**src/rtl/id_hazard_fwd_unit.sv**
```systemverilog
// ID-stage operand bypass and load-use hazard unit: priority forwarding mux per read
// port, per-register countdown scoreboard for late results, and a stall-cycle counter.
module id_hazard_fwd_unit #(
    parameter int DW       = 32,
    parameter int AW       = 5,
    parameter int NUM_RD   = 2,
    parameter int NUM_FWD  = 3,
    parameter int LOAD_LAT = 1,
    parameter int CW       = 3
) (
    input  logic                    clk_i,
    input  logic                    rst_ni,
    input  logic                    hold_i,
    input  logic                    flush_i,
    input  logic [NUM_RD-1:0]       rd_en_i,
    input  logic [NUM_RD*AW-1:0]    rd_addr_i,
    input  logic [NUM_RD*DW-1:0]    rf_rdata_i,
    input  logic [NUM_FWD-1:0]      fwd_we_i,
    input  logic [NUM_FWD*AW-1:0]   fwd_waddr_i,
    input  logic [NUM_FWD*DW-1:0]   fwd_wdata_i,
    input  logic                    iss_valid_i,
    input  logic                    iss_late_i,
    input  logic [AW-1:0]           iss_waddr_i,
    output logic [NUM_RD*DW-1:0]    op_rdata_o,
    output logic                    stallreq_o,
    output logic [(2**AW)-1:0]      busy_vec_o,
    output logic [31:0]             stall_cycles_o
);
    localparam int NREG = 2**AW;

    logic [NREG-1:0][CW-1:0] cnt_q;
    logic [NREG-1:0][CW-1:0] cnt_d;
    logic [31:0]             stall_cycles_q;
    logic [31:0]             stall_cycles_d;
    logic [NUM_RD-1:0]       port_stall;
    logic                    issue_late;

    assign issue_late = iss_valid_i && !flush_i && iss_late_i && (iss_waddr_i != '0);

    // A fresh late issue overrides the countdown of the same register.
    always_comb begin
        for (int r = 0; r < NREG; r++) begin
            cnt_d[r] = cnt_q[r];
            if (!hold_i && (cnt_q[r] != '0)) begin
                cnt_d[r] = cnt_q[r] - 1'b1;
            end
        end
        if (issue_late) begin
            cnt_d[iss_waddr_i] = CW'(LOAD_LAT);
        end
        cnt_d[0] = '0;
    end

    always_ff @(posedge clk_i or negedge rst_ni) begin
        if (!rst_ni) begin
            cnt_q <= '0;
        end else begin
            cnt_q <= cnt_d;
        end
    end

    genvar gi;
    generate
        for (gi = 0; gi < NREG; gi++) begin : g_busy
            assign busy_vec_o[gi] = |cnt_q[gi];
        end

        for (gi = 0; gi < NUM_RD; gi++) begin : g_port
            logic [AW-1:0] addr;
            logic [DW-1:0] sel;

            assign addr = rd_addr_i[gi*AW +: AW];

            // Scan from oldest to youngest so the lowest-index match is the last write.
            always_comb begin
                sel = rf_rdata_i[gi*DW +: DW];
                for (int j = NUM_FWD - 1; j >= 0; j--) begin
                    if (fwd_we_i[j] && (fwd_waddr_i[j*AW +: AW] == addr)) begin
                        sel = fwd_wdata_i[j*DW +: DW];
                    end
                end
                if (addr == '0) begin
                    sel = '0;
                end
            end

            assign op_rdata_o[gi*DW +: DW] = sel;
            assign port_stall[gi] = rd_en_i[gi] && (addr != '0) && (cnt_q[addr] != '0);
        end
    endgenerate

    assign stallreq_o = |port_stall;

    always_comb begin
        stall_cycles_d = stall_cycles_q;
        if (stallreq_o && (stall_cycles_q != 32'hFFFF_FFFF)) begin
            stall_cycles_d = stall_cycles_q + 32'd1;
        end
    end

    always_ff @(posedge clk_i or negedge rst_ni) begin
        if (!rst_ni) begin
            stall_cycles_q <= '0;
        end else begin
            stall_cycles_q <= stall_cycles_d;
        end
    end

    assign stall_cycles_o = stall_cycles_q;

endmodule

```
**config.mk**
```make
export PLATFORM = sky130hd
export DESIGN_NAME = id_hazard_fwd_unit
export DESIGN_NICKNAME = d
export VERILOG_FILES = /design/src/rtl/id_hazard_fwd_unit.sv
export SDC_FILE = /design/constraint.sdc
export NUM_CORES = 1
export LEC_CHECK = 0
export CAP_MARGIN = 25
export CORE_UTILIZATION = 50
export CTS_CLUSTER_SIZE = 24
export DETAILED_ROUTE_END_ITERATION = 8
export DONT_BUFFER_PORTS = 1
export PLACE_DENSITY = 0.75
export SKIP_LAST_GASP = 1
export SYNTH_ARGS = -nofsm -noshare
export SYNTH_HDL_FRONTEND = slang
export SYNTH_SLANG_ARGS = --single-unit
```
**constraint.sdc**
```tcl
create_clock -name clk_i -period 5.3 [get_ports clk_i]
set_input_delay 1.06 -clock clk_i [delete_from_list [all_inputs] [get_ports clk_i]]
set_output_delay 1.06 -clock clk_i [all_outputs]
set_load 0.1 [all_outputs]
```
==> results of run 1 <==
cell usage in the layout (no fill, tap or decap), types with 18 or more instances in the layout:
master,instances
mux2i_1,76
inv_1,97
a211oi_1,88
nand2_1,83
o21ai_0,27
xnor2_1,97
nor2_1,154
a21oi_1,99
nor4_1,18
nor2_2,64
xor2_1,26
dfrtp_1,125
nor3_1,29
ha_1,63
buf_4,76
cell type report:
type | instances | area (um2) | share of cell area (%)
Sequential cell | 125 | 3130 | 26.6
Antenna cell | 1 | 2.50 | 0.0213
Clock inverter | 14 | 216 | 1.84
Inverter | 97 | 364 | 3.10
Tap cell | 270 | 338 | 2.88
Multi-Input combinational cell | 973 | 6690 | 56.9
Clock buffer | 18 | 439 | 3.74
Timing Repair Buffer | 76 | 571 | 4.86
power by group through the flow:
stage	combinational, mW	clock (mW)	sequential [mW]
6_report	3.02	1.29	1.90
5_1_grt	3.29	1.34	1.95
4_1_cts	3.03	1.30	1.89
3_5_place_dp	2.98	0	1.90
3_3_place_gp	2.86	0	1.89
2_1_floorplan	2.55	0	1.82
layer usage:
metal	global-route usage, %	vias up	share of wire (%)
li1	-	4399	-
met1	35.3	4636	37
met2	51.8	451	49
met3	10.1	93	9.4
met4	16.0	0	4.5
met5	0	-	0
flip-flops by register name (all words and copies together) (netlist names):
register / flops
stall_cycles_o: 32
cnt_q: 93
worst reg2reg max path: cells and delay by family, from the launching register on:
family / cells / cell delay, ps
AOI/OAI and AO/OA: 1 / 220
adders and majority gates: 1 / 350
DFF: 1 / 1000
muxes: 1 / 380
and+or+nand+nor: 4 / 1140
metrics by stage:
step / utilization, % / cell area [um2] / power [mW]
CTS: 58.0 / 11700 / 6.22
floorplan: - / 10300 / 4.36
detailed placement: 54.8 / 11100 / 4.89
global route: 58.0 / 11700 / 6.58
global placement: 54.8 / 11100 / 4.75
finish: 58.0 / 11700 / 6.21
cell families (layout without fill, tap and decap cells):
| logic type | count (synthesis) | in the layout | share of synthesized area, % |
|---|---|---|---|
| adders and majority gates | 63 | 63 | 7.62 |
| xor gates and xnor gates | 123 | 123 | 10.4 |
| DFF | 125 | 125 | 30.2 |
| other | 1 | 2 | 0.0362 |
| buffers and inverters | 169 | 205 | 6.94 |
| and+or+nand+nor | 463 | 463 | 20.9 |
| muxes | 86 | 86 | 9.46 |
| AOI/OAI and AO/OA | 237 | 237 | 14.4 |
path summary, 6_finish.rpt:
path / end / slack (ps) / from
setup / recovery: op_rdata_o[43] / 950 / fwd_waddr_i[12]
hold / removal: stall_cycles_o[7] / 330 / rst_ni
setup reg to reg: stall_cycles_o[1] / 2090 / stall_cycles_o[0]
hold reg to reg: cnt_q[21] / 560 / cnt_q[21]
max in group asynchronous: cnt_q[66] / 4770 / rst_ni
min in group clk_i: cnt_q[21] / 560 / cnt_q[21]
==> flow_metrics.env, run 1 <==
export IMPL_fin_crit_ps=4350
export IMPL_core_um2=20200
export IMPL_cts_root_buffer="clkbuf_16"
export IMPL_crit_chain="xor2_1 -> nor4_1 -> and3_2 -> buf_4 -> mux2i_1 -> a211oi_1 -> a21oi_1 -> nor2_2 -> buf_4"
export IMPL_cts_setup_buffers=0
export IMPL_synth_area_top_cells="dfrtp_1, xnor2_1, nor2_1"
export IMPL_finalSetupViolCount=0
export IMPL_clock_skew_ps=9.45
export IMPL_finalHoldViolCount=0
export IMPL_hold_path_class="primary input to asynchronous set/reset pin"
export IMPL_fillers=1759
export IMPL_yosysMostFrequentCell="nor2_1"
export IMPL_end_kind="output pin"
export IMPL_cts_clk_slew_worst_paths_ps=60
export IMPL_crit_family="simple AND/OR/NAND/NOR gates"
export IMPL_power_leakage_nw=5.06
export IMPL_p_sw_share_pct=49.4
export IMPL_crit_slowest_cell="and3_2"
export IMPL_cts_sinks=125
export IMPL_critPathArrivalTime_ps=3290
export IMPL_wl_um=33400
export IMPL_slew_limit_headroom_pct=29.3
export IMPL_drtAntennaViolNets=0
export IMPL_cts_tree="done"
export IMPL_port_buffers=0
export IMPL_grt_util_all_layers_pct=31.0
export IMPL_cap_violations=0
export IMPL_synth_edf_count=0
export IMPL_clockBufferDepth=2
export IMPL_htreeDepth=4
export IMPL_worst_slack_ps=952
export IMPL_syn_instance_count=1267
export IMPL_critical_path_class="primary input to output pin"
export IMPL_crit_buf_inv=2
export IMPL_wl_per_cell_um=21.2
export IMPL_num_rows=52
export IMPL_firstDrtPassIters=5
export IMPL_dpl_cell_count=1541
export IMPL_cp_common_cell="buf_4"
export IMPL_grt_pass1_wl_um=51500
export IMPL_grt_pass1_vias=9498
export IMPL_cts_resized=0
export IMPL_vias=9579
export IMPL_max_stage_delay_ps=490
export IMPL_grt_max_degree=126
export IMPL_start_util_pct=51.1
export IMPL_antenna_found_initial=1
export IMPL_yosys_area_top_type="dfrtp_1"
export IMPL_avgViaCountPerCell=6.09
export IMPL_ys_warn_count=0
export IMPL_ioPinCount=330
export IMPL_whs_ps=332
export IMPL_setup_tns_ps=0
export IMPL_die_h_um=146
export IMPL_max_freq_mhz=230
export IMPL_synth_commonest_cells="nor2_1, dfrtp_1, a21oi_1, inv_1, xnor2_1"
export IMPL_critPathRequiredTime_ps=4240
export IMPL_hold_buffers=0
export IMPL_cp_start_kind="primary input"
export IMPL_status="finished clean"
export IMPL_cp_max_fo=21
export IMPL_combPwrFrac_pct=48.6
export IMPL_layout_nets=1554
export IMPL_synth_fp_nets=1531
export IMPL_pre_cts_slack_ps=980
export IMPL_pwr_share_clk_pct=20.7
export IMPL_overflow=0
export IMPL_p_seq_share_pct=30.6
export IMPL_cts_buffers=17
export IMPL_hpwl_um=25500
export IMPL_drv_slew=0
export IMPL_period_share_pct=82.0
export IMPL_drive_gt1_share_pct=15.7
export IMPL_crit_cells=9
export IMPL_yosysTopAreaCellShare_pct=30.2
export IMPL_p_per_area_nw_per_um2=529
export IMPL_netlist_area_um2=10300
export IMPL_synthArstFlopShare_pct=100
export IMPL_vdd_ir_drop_max_mv=0.397
export IMPL_syn_avg_cell_area_um2=8.17
export IMPL_ys_seq_elements=125
export IMPL_final_cells=1574
export IMPL_area_growth_pct=13.5
export IMPL_die_area_um2=21300
export IMPL_ff2ff_path_depth=7
export IMPL_die_w_um=146
export IMPL_gp_congestion=1.03
export IMPL_ys_types=58
export IMPL_p_sw_mw=3.07
export IMPL_grt_setup_unrepaired="false"
export IMPL_ys_seq_area_share_pct=30.2
export IMPL_synth_flop_cell="dfrtp_1"
export IMPL_tightest_slew_ps=1060
export IMPL_drt_iter0_markers=615
export IMPL_p_int_mw=3.14
export IMPL_clk_latency_ps=420
export IMPL_drc=0
Note: power is estimated with default switching activity, not from simulation.
==> inputs of run 2 (changes only) <==
Settings changed: ABC_AREA set to 1, PLACE_DENSITY 0.75 to 0.78.
Clock period 5.3 ns to 3.9 ns, I/O delays scaled along.
==> flow_metrics.env, run 2 <==
export IMPL_cts_tree="done"
export IMPL_vdd_ir_drop_max_mv=0.607
export IMPL_p_per_area_nw_per_um2=626
export IMPL_synthArstFlopShare_pct=100
export IMPL_drive_gt1_share_pct=9.37
export IMPL_final_cell_mix="nand2_1, inv_1, nand3_1"
export IMPL_clk_latency_ps=430
export IMPL_cp_start_kind="primary input"
export IMPL_grt_setup_unrepaired="false"
export IMPL_drc=0
export IMPL_seqCellArea_um2=3130
export IMPL_ys_warn_count=0
export IMPL_num_rows=56
export IMPL_die_h_um=157
export IMPL_r2r_start="stall_cycles_o[1]"
export IMPL_synth_edf_count=0
export IMPL_yosysTopAreaCellShare_pct=26.1
export IMPL_vias=13696
export IMPL_htreeDepth=4
export IMPL_drt_iter0_markers=1549
export IMPL_gp_congestion=0.981
export IMPL_whs_ps=39.8
export IMPL_hold_buffers=0
export IMPL_status="finished clean"
export IMPL_firstDrtPassIters=8
export IMPL_port_buffers=0
export IMPL_syn_avg_cell_area_um2=6.13
export IMPL_cts_setup_buffers=0
export IMPL_period_share_pct=90.7
export IMPL_fillers=2106
export IMPL_drv_slew=0
export IMPL_synth_commonest_cells="nand2_1, inv_1, nand3_1, dfrtp_1, o21ai_0"
export IMPL_regMostFlops="cnt_q"
export IMPL_largest_register_ffs=93
export IMPL_grt_pass1_wl_um=67900
export IMPL_avgViaCountPerCell=5.79
export IMPL_cts_buffers=17
export IMPL_start_util_pct=51.0
export IMPL_cp_max_fo=28
export IMPL_final_common_cell="nand2_1"
export IMPL_synth_flop_cell="dfrtp_1"
export IMPL_syn_instance_count=1955
export IMPL_ioPinCount=330
export IMPL_antenna_found_initial=6
export IMPL_cts_sinks=125
export IMPL_drtAntennaViolNets=0
export IMPL_max_freq_mhz=283
export IMPL_ys_types=43
export IMPL_core_um2=23500
export IMPL_clockBufferDepth=2
export IMPL_wl_um=43900
export IMPL_power_leakage_nw=7.59
export IMPL_ys_seq_area_share_pct=26.1
export IMPL_area_growth_pct=22.1
export IMPL_power_mw=9.16
export IMPL_grt_max_degree=126
export IMPL_cp_startpoint="rd_addr_i[6]"
export IMPL_layout_nets=2290
export IMPL_post_route_util_pct=62.3
export IMPL_critPathRequiredTime_ps=3120
export IMPL_critical_path_class="primary input to output pin"
export IMPL_ys_seq_elements=125
export IMPL_cts_resized=0
export IMPL_wl_per_cell_um=18.6
export IMPL_synth_area_top_cells="dfrtp_1, nand2_1, inv_1"
export IMPL_hpwl_um=32800
export IMPL_yosys_area_top_type="dfrtp_1"
export IMPL_overflow=0
export IMPL_cap_violations=0
export IMPL_synth_fp_nets=2219
export IMPL_grt_util_all_layers_pct=35.6
export IMPL_yosysMostFrequentCell="nand2_1"
export IMPL_end_kind="output pin"
export IMPL_die_area_um2=24600
export IMPL_die_w_um=157
export IMPL_fin_crit_ps=3540
export IMPL_critPathArrivalTime_ps=2760
export IMPL_finalHoldViolCount=0
export IMPL_cts_root_buffer="clkbuf_16"
export IMPL_tightest_slew_ps=1090
export IMPL_setup_tns_ps=0
export IMPL_hold_path_class="primary input to asynchronous set/reset pin"
export IMPL_cts_clk_slew_worst_paths_ps=60
export IMPL_finalSetupViolCount=0
export IMPL_slew_limit_headroom_pct=27.4
export IMPL_netlist_area_um2=12000
export IMPL_grt_pass1_vias=12716
export IMPL_clock_skew_ps=12.7
export IMPL_multi_input_comb_area_um2=7130
run 2: cell count changes after synthesis, moves of 76 or more:
cell,change
nand2_1,+429
inv_1,+262
nand3_1,+225
nor2_1,-111
xnor2_1,-92
o21ai_0,+91
a211oi_1,-85
mux2i_1,-76
run 2: worst max-delay path, stage by stage:
cell and delay [ps]:
inv_2 220, nor2_1 70, a211oi_1 200, and3_2 520, buf_4 330, o21ai_0 110, o21ai_0 210, inv_1 110
buf_12 180
run 2: stage by stage:
step / setup slack (ps) / std cells / instance area, um2
after floorplan: 515 / 1955 / 12000
after global placement: 429 / 2312 / 13700
after detailed placement: 424 / 2318 / 13800
after CTS: 421 / 2350 / 14400
after global routing: 81.7 / 2364 / 14600
final: 363 / 2364 / 14600
run 2: layout make-up:
cell class                 count  area share (%)
sequential                   125            21.4
timing repair buffer         130            13.4
tap                          319            2.73
antenna                        6           0.103
clock inverter                15            1.29
inverter                     370            9.50
multi-input combinational   1382            48.7
clock buffer                  17            2.91
run 2: power by group:
part	internal, mW	total (mW)	switching (mW)
combinational	1.54	5.37	3.82
sequential	1.82	2.12	0.299
clock	1.02	1.68	0.660
total	4.38	9.16	4.78
run 2: final timing paths:
check,cells past startpoint,slack (ps),endpoint
max in group asynchronous,0,3610,cnt_q[92]
min in group clk_i,2,500,cnt_q[33]
min,0,40,stall_cycles_o[17]
min reg2reg,2,500,cnt_q[33]
max reg2reg,12,1100,stall_cycles_o[29]
max,9,360,op_rdata_o[55]
run 2: layer usage:
metal  global-route usage, %  vias up  share of wire [%]
met5                       0        -                  0
met4                    21.1        0                6.5
met3                    12.1      201                 12
met2                    57.1      856                 46
met1                    41.1     6264                 35
li1                        -     6375                  -
run 2: cells by family (layout without fill, tap and decap cells):
| group | count (synthesis) | count (layout) | share of synthesized area [%] |
|---|---|---|---|
| other cells | 1 | 7 | 0.0313 |
| fa+ha+maj | 63 | 63 | 6.58 |
| simple gates | 986 | 986 | 36.1 |
| xor+xnor | 45 | 45 | 3.29 |
| flops | 125 | 125 | 26.1 |
| compound gates | 287 | 287 | 13.3 |
| buf+inv | 448 | 532 | 14.6 |
==> inputs of run 3 (changes only) <==
Clock period 3.9 ns to 3.2 ns, I/O delays scaled along.
==> flow_metrics.env, run 3 (same netlist as run 2, synthesis figures left out) <==
export IMPL_wl_um=44400
export IMPL_ioPinCount=330
export IMPL_drt_iter0_markers=1578
export IMPL_cts_setup_buffers=0
export IMPL_crit_buf_inv=3
export IMPL_drtAntennaViolNets=0
export IMPL_final_cell_mix="nand2_1, inv_1, nand3_1"
export IMPL_ff2ff_path_depth=11
export IMPL_tightest_slew_ps=1100
export IMPL_clock_skew_ps=14.0
export IMPL_cp_start_kind="primary input"
export IMPL_slew_limit_headroom_pct=26.7
export IMPL_grt_setup_unrepaired="false"
export IMPL_ff2ff_setup_slack_ps=650
export IMPL_grt_pass1_wl_um=67000
export IMPL_layout_nets=2301
export IMPL_cts_buffers=17
export IMPL_vias=13849
export IMPL_antenna_found_initial=6
export IMPL_placed_area_um2=14000
export IMPL_fin_crit_ps=3050
export IMPL_cts_clk_slew_worst_paths_ps=70
export IMPL_worst_slack_ps=147
export IMPL_critPathRequiredTime_ps=2560
export IMPL_r2r_end="stall_cycles_o[27]"
export IMPL_drv_slew=0
export IMPL_area_growth_pct=22.5
export IMPL_failed_checks="negative hold slack"
export IMPL_finalHoldViolCount=125
export IMPL_status="complete, but fails checks"
export IMPL_cts_sinks=125
export IMPL_period_share_pct=95.4
export IMPL_die_h_um=157
export IMPL_wl_per_cell_um=18.7
export IMPL_fillers=2114
export IMPL_hpwl_um=33100
export IMPL_start_util_pct=51.0
export IMPL_end_kind="output pin"
export IMPL_final_cells=2374
export IMPL_hold_path_class="primary input to asynchronous set/reset pin"
export IMPL_crit_chain="or2_2 -> a21oi_1 -> nand3_1 -> buf_12 -> or2_0 -> o211ai_1 -> nand3_1 -> nand2_1 -> inv_1 -> buf_12"
export IMPL_drive_gt1_share_pct=9.90
export IMPL_stdcell_area_um2=14700
export IMPL_critPathArrivalTime_ps=2410
export IMPL_finalSetupViolCount=0
export IMPL_cap_violations=0
export IMPL_core_um2=23500
export IMPL_overflow=0
export IMPL_max_freq_mhz=328
export IMPL_firstDrtPassIters=6
export IMPL_gp_congestion=0.985
export IMPL_grt_max_degree=126
export IMPL_crit_family="simple AND/OR/NAND/NOR gates"
export IMPL_critical_path_class="primary input to output pin"
export IMPL_htreeDepth=4
export IMPL_dpl_cell_count=2331
export IMPL_whs_ps=-101
export IMPL_port_buffers=0
export IMPL_regMostFlops="cnt_q"
export IMPL_cts_root_buffer="clkbuf_16"
export IMPL_vdd_ir_drop_max_mv=0.620
export IMPL_clockBufferDepth=2
export IMPL_cp_max_fo=27
export IMPL_grt_pass1_vias=12673
export IMPL_power_leakage_nw=7.60
export IMPL_crit_slowest_cell="or2_2"
export IMPL_power_mw=11.0
export IMPL_largest_register_ffs=93
export IMPL_die_area_um2=24600
export IMPL_clk_latency_ps=430
export IMPL_avgViaCountPerCell=5.83
export IMPL_num_rows=56
export IMPL_cts_tree="done"
export IMPL_p_per_area_nw_per_um2=749
export IMPL_r2r_start="stall_cycles_o[0]"
export IMPL_cts_resized=0
export IMPL_setup_tns_ps=0
export IMPL_final_common_cell="nand2_1"
export IMPL_max_stage_delay_ps=270
export IMPL_die_w_um=157
export IMPL_pre_cts_slack_ps=251
export IMPL_drc=0
export IMPL_grt_util_all_layers_pct=35.2
## run 3: changes by cell type in the layout (fill, tap and decap cells not counted), moves of 2 or more
cell / delta
buf_4: +10
buf_12: +8
buf_16: -4
clkinv_4: -4
buf_6: -3
bufinv_16: -3
inv_6: +3
inv_8: +3
buf_1: -2
clkbuf_8: +2
clkinv_2: -2
## run 3: cell type report
cell class | instances | area [um2] | share of cell area (%)
Multi-Input combinational cell | 1382 | 7130 | 48.5
Antenna cell | 5 | 12.5 | 0.0852
Clock buffer | 19 | 453 | 3.09
Sequential cell | 125 | 3130 | 21.3
Timing Repair Buffer | 141 | 2050 | 14.0
Clock inverter | 13 | 121 | 0.827
Tap cell | 319 | 399 | 2.72
Inverter | 370 | 1390 | 9.47
## run 3: how the worst max path moves through the flow
stage                             from             end  slack, ps  cells past startpoint
after floorplan           rd_addr_i[7]  op_rdata_o[36]        100                      9
after global placement    rd_addr_i[8]  op_rdata_o[39]        260                     10
after detailed placement  rd_addr_i[8]  op_rdata_o[39]        250                     10
after CTS                 rd_addr_i[8]  op_rdata_o[39]        240                     10
after global routing      rd_addr_i[0]   op_rdata_o[3]         30                     11
final                     rd_addr_i[3]   op_rdata_o[3]        150                     10
## run 3: power breakdown
group          switching [mW]  internal [mW]  leakage [nW]  total, mW
clock                   0.842           1.07         0.280       1.91
sequential              0.384           2.22          1.53       2.61
combinational            4.65           1.83          5.80       6.47
## run 3: stage by stage
| step | hold slack [ps] | util [%] |
|---|---|---|
| 4_1_cts | -113 | 62.1 |
| 6_report | -101 | 62.5 |
| 3_3_place_gp | 346 | 59.5 |
| 5_1_grt | -113 | 62.5 |
| 2_1_floorplan | 344 | - |
| 3_5_place_dp | 346 | 59.6 |
## run 3: layer usage
layer | track usage [%] | part of all wire (%) | vias to the layer above
met1 | 40.3 | 35 | 6349
met2 | 56.7 | 46 | 902
met3 | 11.5 | 12 | 211
met4 | 21.9 | 6.3 | 2
li1 | - | - | 6385
met5 | 0 | 0.027 | -
